$ cat src/rtl/apb_sram_master.sv
// APB requester: takes one command at a time, runs the SETUP/ACCESS phases with an optional
// PREADY timeout, and hands back read data and error status on a valid/ready response port.
module apb_sram_master #(
  parameter int unsigned ADDR_W         = 32,
  parameter int unsigned DATA_W         = 32,
  parameter int unsigned TIMEOUT_CYCLES = 16
) (
  input  logic              PCLK,
  input  logic              PRESETn,
  input  logic              cmd_valid,
  output logic              cmd_ready,
  input  logic              cmd_write,
  input  logic [ADDR_W-1:0] cmd_addr,
  input  logic [DATA_W-1:0] cmd_wdata,
  output logic              rsp_valid,
  input  logic              rsp_ready,
  output logic [DATA_W-1:0] rsp_rdata,
  output logic              rsp_err,
  output logic              rsp_tmo,
  output logic              busy,
  output logic [ADDR_W-1:0] PADDR,
  output logic              PSEL,
  output logic              PENABLE,
  output logic              PWRITE,
  output logic [DATA_W-1:0] PWDATA,
  input  logic              PREADY,
  input  logic              PSLVERR,
  input  logic [DATA_W-1:0] PRDATA
);

  localparam int unsigned CntW = $clog2(TIMEOUT_CYCLES + 1) + 1;

  typedef enum logic [1:0] {StIdle, StSetup, StAccess, StResp} state_e;

  state_e            r_state,     w_state_d;
  logic [ADDR_W-1:0] r_paddr,     w_paddr_d;
  logic              r_psel,      w_psel_d;
  logic              r_penable,   w_penable_d;
  logic              r_pwrite,    w_pwrite_d;
  logic [DATA_W-1:0] r_pwdata,    w_pwdata_d;
  logic              r_rsp_valid, w_rsp_valid_d;
  logic [DATA_W-1:0] r_rsp_rdata, w_rsp_rdata_d;
  logic              r_rsp_err,   w_rsp_err_d;
  logic              r_rsp_tmo,   w_rsp_tmo_d;
  logic [CntW-1:0]   r_cnt,       w_cnt_d;
  logic [CntW-1:0]   w_cnt_inc;
  logic              w_tmo_hit;

  assign w_cnt_inc = r_cnt + CntW'(1);
  // A zero limit disables the timeout entirely.
  assign w_tmo_hit = (TIMEOUT_CYCLES != 0) && (w_cnt_inc == CntW'(TIMEOUT_CYCLES));

  always_ff @(posedge PCLK or negedge PRESETn) begin
    if (!PRESETn) begin
      r_state     <= StIdle;
      r_paddr     <= '0;
      r_psel      <= 1'b0;
      r_penable   <= 1'b0;
      r_pwrite    <= 1'b0;
      r_pwdata    <= '0;
      r_rsp_valid <= 1'b0;
      r_rsp_rdata <= '0;
      r_rsp_err   <= 1'b0;
      r_rsp_tmo   <= 1'b0;
      r_cnt       <= '0;
    end else begin
      r_state     <= w_state_d;
      r_paddr     <= w_paddr_d;
      r_psel      <= w_psel_d;
      r_penable   <= w_penable_d;
      r_pwrite    <= w_pwrite_d;
      r_pwdata    <= w_pwdata_d;
      r_rsp_valid <= w_rsp_valid_d;
      r_rsp_rdata <= w_rsp_rdata_d;
      r_rsp_err   <= w_rsp_err_d;
      r_rsp_tmo   <= w_rsp_tmo_d;
      r_cnt       <= w_cnt_d;
    end
  end

  always_comb begin
    w_state_d     = r_state;
    w_paddr_d     = r_paddr;
    w_psel_d      = r_psel;
    w_penable_d   = r_penable;
    w_pwrite_d    = r_pwrite;
    w_pwdata_d    = r_pwdata;
    w_rsp_valid_d = r_rsp_valid;
    w_rsp_rdata_d = r_rsp_rdata;
    w_rsp_err_d   = r_rsp_err;
    w_rsp_tmo_d   = r_rsp_tmo;
    w_cnt_d       = r_cnt;
    unique case (r_state)
      StIdle: begin
        if (cmd_valid) begin
          w_paddr_d  = cmd_addr;
          w_pwrite_d = cmd_write;
          w_pwdata_d = cmd_wdata;
          w_psel_d   = 1'b1;
          w_cnt_d    = '0;
          w_state_d  = StSetup;
        end
      end
      StSetup: begin
        w_penable_d = 1'b1;
        w_state_d   = StAccess;
      end
      StAccess: begin
        // PREADY takes priority over a timeout landing on the same edge.
        if (PREADY) begin
          w_rsp_rdata_d = r_pwrite ? '0 : PRDATA;
          w_rsp_err_d   = PSLVERR;
          w_rsp_tmo_d   = 1'b0;
          w_rsp_valid_d = 1'b1;
          w_psel_d      = 1'b0;
          w_penable_d   = 1'b0;
          w_state_d     = StResp;
        end else if (w_tmo_hit) begin
          w_rsp_rdata_d = '0;
          w_rsp_err_d   = 1'b1;
          w_rsp_tmo_d   = 1'b1;
          w_rsp_valid_d = 1'b1;
          w_psel_d      = 1'b0;
          w_penable_d   = 1'b0;
          w_state_d     = StResp;
        end else begin
          w_cnt_d = w_cnt_inc;
        end
      end
      StResp: begin
        if (rsp_ready) begin
          w_rsp_valid_d = 1'b0;
          w_state_d     = StIdle;
        end
      end
      default: w_state_d = StIdle;
    endcase
  end

  assign cmd_ready = (r_state == StIdle);
  assign busy      = (r_state != StIdle);
  assign PADDR     = r_paddr;
  assign PSEL      = r_psel;
  assign PENABLE   = r_penable;
  assign PWRITE    = r_pwrite;
  assign PWDATA    = r_pwdata;
  assign rsp_valid = r_rsp_valid;
  assign rsp_rdata = r_rsp_rdata;
  assign rsp_err   = r_rsp_err;
  assign rsp_tmo   = r_rsp_tmo;

endmodule

$ cat config.mk
export PLATFORM = sky130hd
export DESIGN_NAME = apb_sram_master
export DESIGN_NICKNAME = d
export VERILOG_FILES = /design/src/rtl/apb_sram_master.sv
export SDC_FILE = /design/constraint.sdc
export NUM_CORES = 1
export LEC_CHECK = 0
export BUFFER_PORTS_ARGS = -buffer_cell sky130_fd_sc_hd__buf_2
export CAP_MARGIN = 20
export CORE_MARGIN = 10
export CORE_UTILIZATION = 50
export DETAILED_ROUTE_END_ITERATION = 10
export HOLD_SLACK_MARGIN = 0.08
export PLACE_DENSITY = 0.85
export SETUP_SLACK_MARGIN = 0.1
export SLEW_MARGIN = 10
export SYNTH_ARGS = -nofsm -noshare
export SYNTH_HDL_FRONTEND = slang
export SYNTH_SLANG_ARGS = --single-unit
$ cat constraint.sdc
create_clock -name PCLK -period 2.6 [get_ports PCLK]
set_input_delay 0.13 -clock PCLK [delete_from_list [all_inputs] [get_ports PCLK]]
set_output_delay 0.13 -clock PCLK [all_outputs]
set_load 0.02 [all_outputs]
==> summary.txt <==
STA
  • Final hold vios: 0
  • F_max: 516 MHz
  • RSZ-0062 raised after global routing: false
  • Setup ws final: 0.664 ns
  • Setup TNS: 0 ns
  • Layout Skew: 0.0122 ns
  • Final min period: 1.94 ns
  • Endpoints failing setup: 0
  • Final Cycle Share: 74.5%
  • Slew HR: 52.5%
  • Slew @ Worst Pin: 0.712 ns
  • Slew Viols, Final: 0

Worst hold path
  • Hold Crit Class: input port to flop
  • Worst Hold Depth: 3

Layout
  • NumNets Final: 719
  • Commonest cells after routing, fill and taps aside: buf_2 (205), dfrtp_1 (110), dlygate4sd3_1 (100), mux2_2 (66), a32o_1 (32)
  • Share of cells above drive strength 1: 49.4%
  • Utilization after layout: 78.1%
  • Area Overhead vs Synth: 52.3%
  • Post-Layout Inst Area: 0.00681 mm^2
  • Commonest non-fill, non-tap cell in the layout: buf_2

Worst setup path
  • Critical Path RT: 2.86 ns
  • Worst Path Max Fanout: 17
  • Worst setup SP type: flop
  • CP Class: flop to flop
  • Endpoint class of the critical path: flop
  • CP Cell Sequence: inv_1 > ha_1 > nand2_2 > buf_4 > mux2_2
  • Crit-path slowest cell: dfrtp_1
  • Largest stage delay on the critical path: 0.39 ns
  • Crit path DAT: 2.19 ns
  • Register-to-Register Path Depth: 5

Synth
  • Post-Synthesis Cells: 308
  • Synthesized cell area: 0.00447 mm^2
  • Synth Area in XOR/XNOR: 0%
  • Synth Area in Compound Gates: 12.4%
  • Post-synth EDFFs: 0
  • Post-Synth Simple-Gate Area: 4.45%
  • Adder-cell share of the synthesized area: 1.12%
  • Top FF cell, synth: dfrtp_1
  • Netlist cell types: 41
  • Register area share after synthesis: 61.5%
  • Syn Nets: 415
  • Asr flop ratio synth: 100%
  • Yosys reg bits: 110
  • Yosys warns: 0
  • Post-synthesis mux area share: 17.3%
  • Main combinational cell family by area after synthesis: multiplexers
  • Syn Area/Cell: 14.5 um^2

Die
  • Initial core utilization: 51.3%
  • Core ar.: 0.00872 mm^2
  • I/O pin total: 207
  • Die height: 115 um
  • Rows: 34
  • Die area: 0.0131 mm^2
  • Die width: 115 um

Placement
  • I/O Buffers: 206
  • DP HPWL: 9850 um
  • Placed cell area: 0.00564 mm^2
  • Pre-CTS worst setup slack: 0.663 ns
  • Routability congestion estimate: 0.859

Clock network
  • Clk sinks: 110
  • Clock latency on the worst-skew pair: 0.37 ns
  • H-tree levels: 3
  • Post-CTS setup buffer count: 0
  • CTS Buf Count: 9
  • Clock transition at the registers of the reported paths: 0.10 ns
  • Post-CTS sizing: 0
  • Clk buf depth: 2
  • Root buffer cell: clkbuf_8
  • CTS tree: yes

GRT
  • Global route overflow: 0
  • Initial antenna violation count: 2
  • Largest net degree at the start of global routing: 57
  • Vias in the first global route: 4,406
  • First-pass GRT wire length: 24,500 um
  • Tot GR Track Use: 23.5%

Drt
  • Drt drc: 0
  • DRT iter0 DRCs: 219
  • Router iterations before antenna repair: 4
  • DR WL/cell: 21.3 um
  • Via density per instance: 5.44
  • DR vias: 3,941
  • Routed Antenna Nets: 0
  • Total Wirelength: 15,400 um

Pwr
  • Leakage power of the design: 3.29 nW
  • PwrDens: 1120 mW/mm^2
  • Power Total: 7.61 mW
  • Max VDD drop: 0.675 mV

Flow run
  • MaxCap Viol Count: 0

Outcome
  • Status: complete, no violations
==> final timing paths <==
path	from	to	slack, ns
worst max-delay path	r_state[0]$_DFFE_PN0P_	PADDR[4]$_DFFE_PN0P_	0.66
worst min-delay path	cmd_valid	r_cnt[5]$_DFFE_PN0P_	0.09
worst min register to register	PADDR[23]$_DFFE_PN0P_	PADDR[23]$_DFFE_PN0P_	0.51
worst max register to register	r_state[0]$_DFFE_PN0P_	PADDR[4]$_DFFE_PN0P_	0.66
max in group asynchronous	PRESETn	r_cnt[1]$_DFFE_PN0P_	1.51
min in group asynchronous	PRESETn	PWDATA[20]$_DFFE_PN0P_	0.33
==> synthesized netlist by cell type, types with 2 or more instances <==
cell       number  area [um^2]
o22ai_1         3         18.8
buf_2          11         55.1
ha_1            4         50.1
nor2_1          7         26.3
a21oi_1         2         10.0
nand2b_1        4         25.0
buf_6           3         33.8
nand3_1         4         20.0
o21ai_0         4         20.0
nand2_1         7         26.3
and3b_1         2         17.5
a32o_1         32          320
o2111ai_1       2         17.5
dfrtp_1       110         2750
nand4_1         2         12.5
nor3_1          2         10.0
o211ai_1        5         37.5
mux2_2         66          743
inv_1           8         30.0
clkbuf_1        7         26.3
mux2i_1         3         30.0
==> report_power, final <==
| part | switching (mW) | internal [mW] |
|---|---|---|
| Clock | 0.605 | 0.353 |
| Combinational | 2.14 | 1.55 |
| Sequential | 0.493 | 2.47 |
| Total | 3.24 | 4.37 |
==> per-stage QoR <==
step	instances	hold WS [ns]
floorplan	308	-0.166
global placement	608	0.216
detailed placement	609	0.226
CTS	723	0.0833
global route	725	0.117
finish	725	0.0902
==> sequential cells by signal, summed over array words and instances (netlist names) <==
| signal | flops |
|---|---|
| rsp_err | 1 |
| r_cnt | 6 |
| PWRITE | 1 |
| rsp_valid | 1 |
| rsp_rdata | 32 |
| PSEL | 1 |
| PADDR | 32 |
| PWDATA | 32 |
| PENABLE | 1 |
| r_state | 2 |
| rsp_tmo | 1 |
==> metal layers <==
metal	track usage [%]	wire, um	up-vias
met3	9.80	1700	30
li1	-	-	1757
met1	26.3	5590	1944
met5	0	0	-
met2	39.3	7770	210
met4	8.35	350	0
==> cell type report <==
| class | instances | area, um^2 |
|---|---|---|
| repair buffers | 314 | 2140 |
| flip-flops and latches | 110 | 2750 |
| fillers | 498 | 1910 |
| multi-input cells | 169 | 1580 |
| inverters | 8 | 30.0 |
| well taps | 108 | 135 |
| clock buffers | 9 | 124 |
| clock inverters | 5 | 45.0 |
| diodes | 2 | 5.00 |
==> repair_timing <==
item                                   CTS  global route
setup endpoints to repair                0             0
endpoints found under the hold margin  154             0
hold buffers                           100             0
==> kinds of logic (layout without fill, tap and decap cells) <==
kind of cell,Yosys count,count (layout)
and+or+nand+nor,35,35
adders and majority gates,4,4
buffers and inverters,29,336
DFF,110,110
other,0,2
muxes,69,69
AOI/OAI and AO/OA,61,61
==> critical path: cells and delay by family, from the launching register on <==
kind	cells	cell delay, ns
DFF	1	0.39
adders and majority gates	1	0.30
buffers and inverters	2	0.36
muxes	1	0.37
and+or+nand+nor	1	0.39
Note: power is estimated with default switching activity, not from simulation.
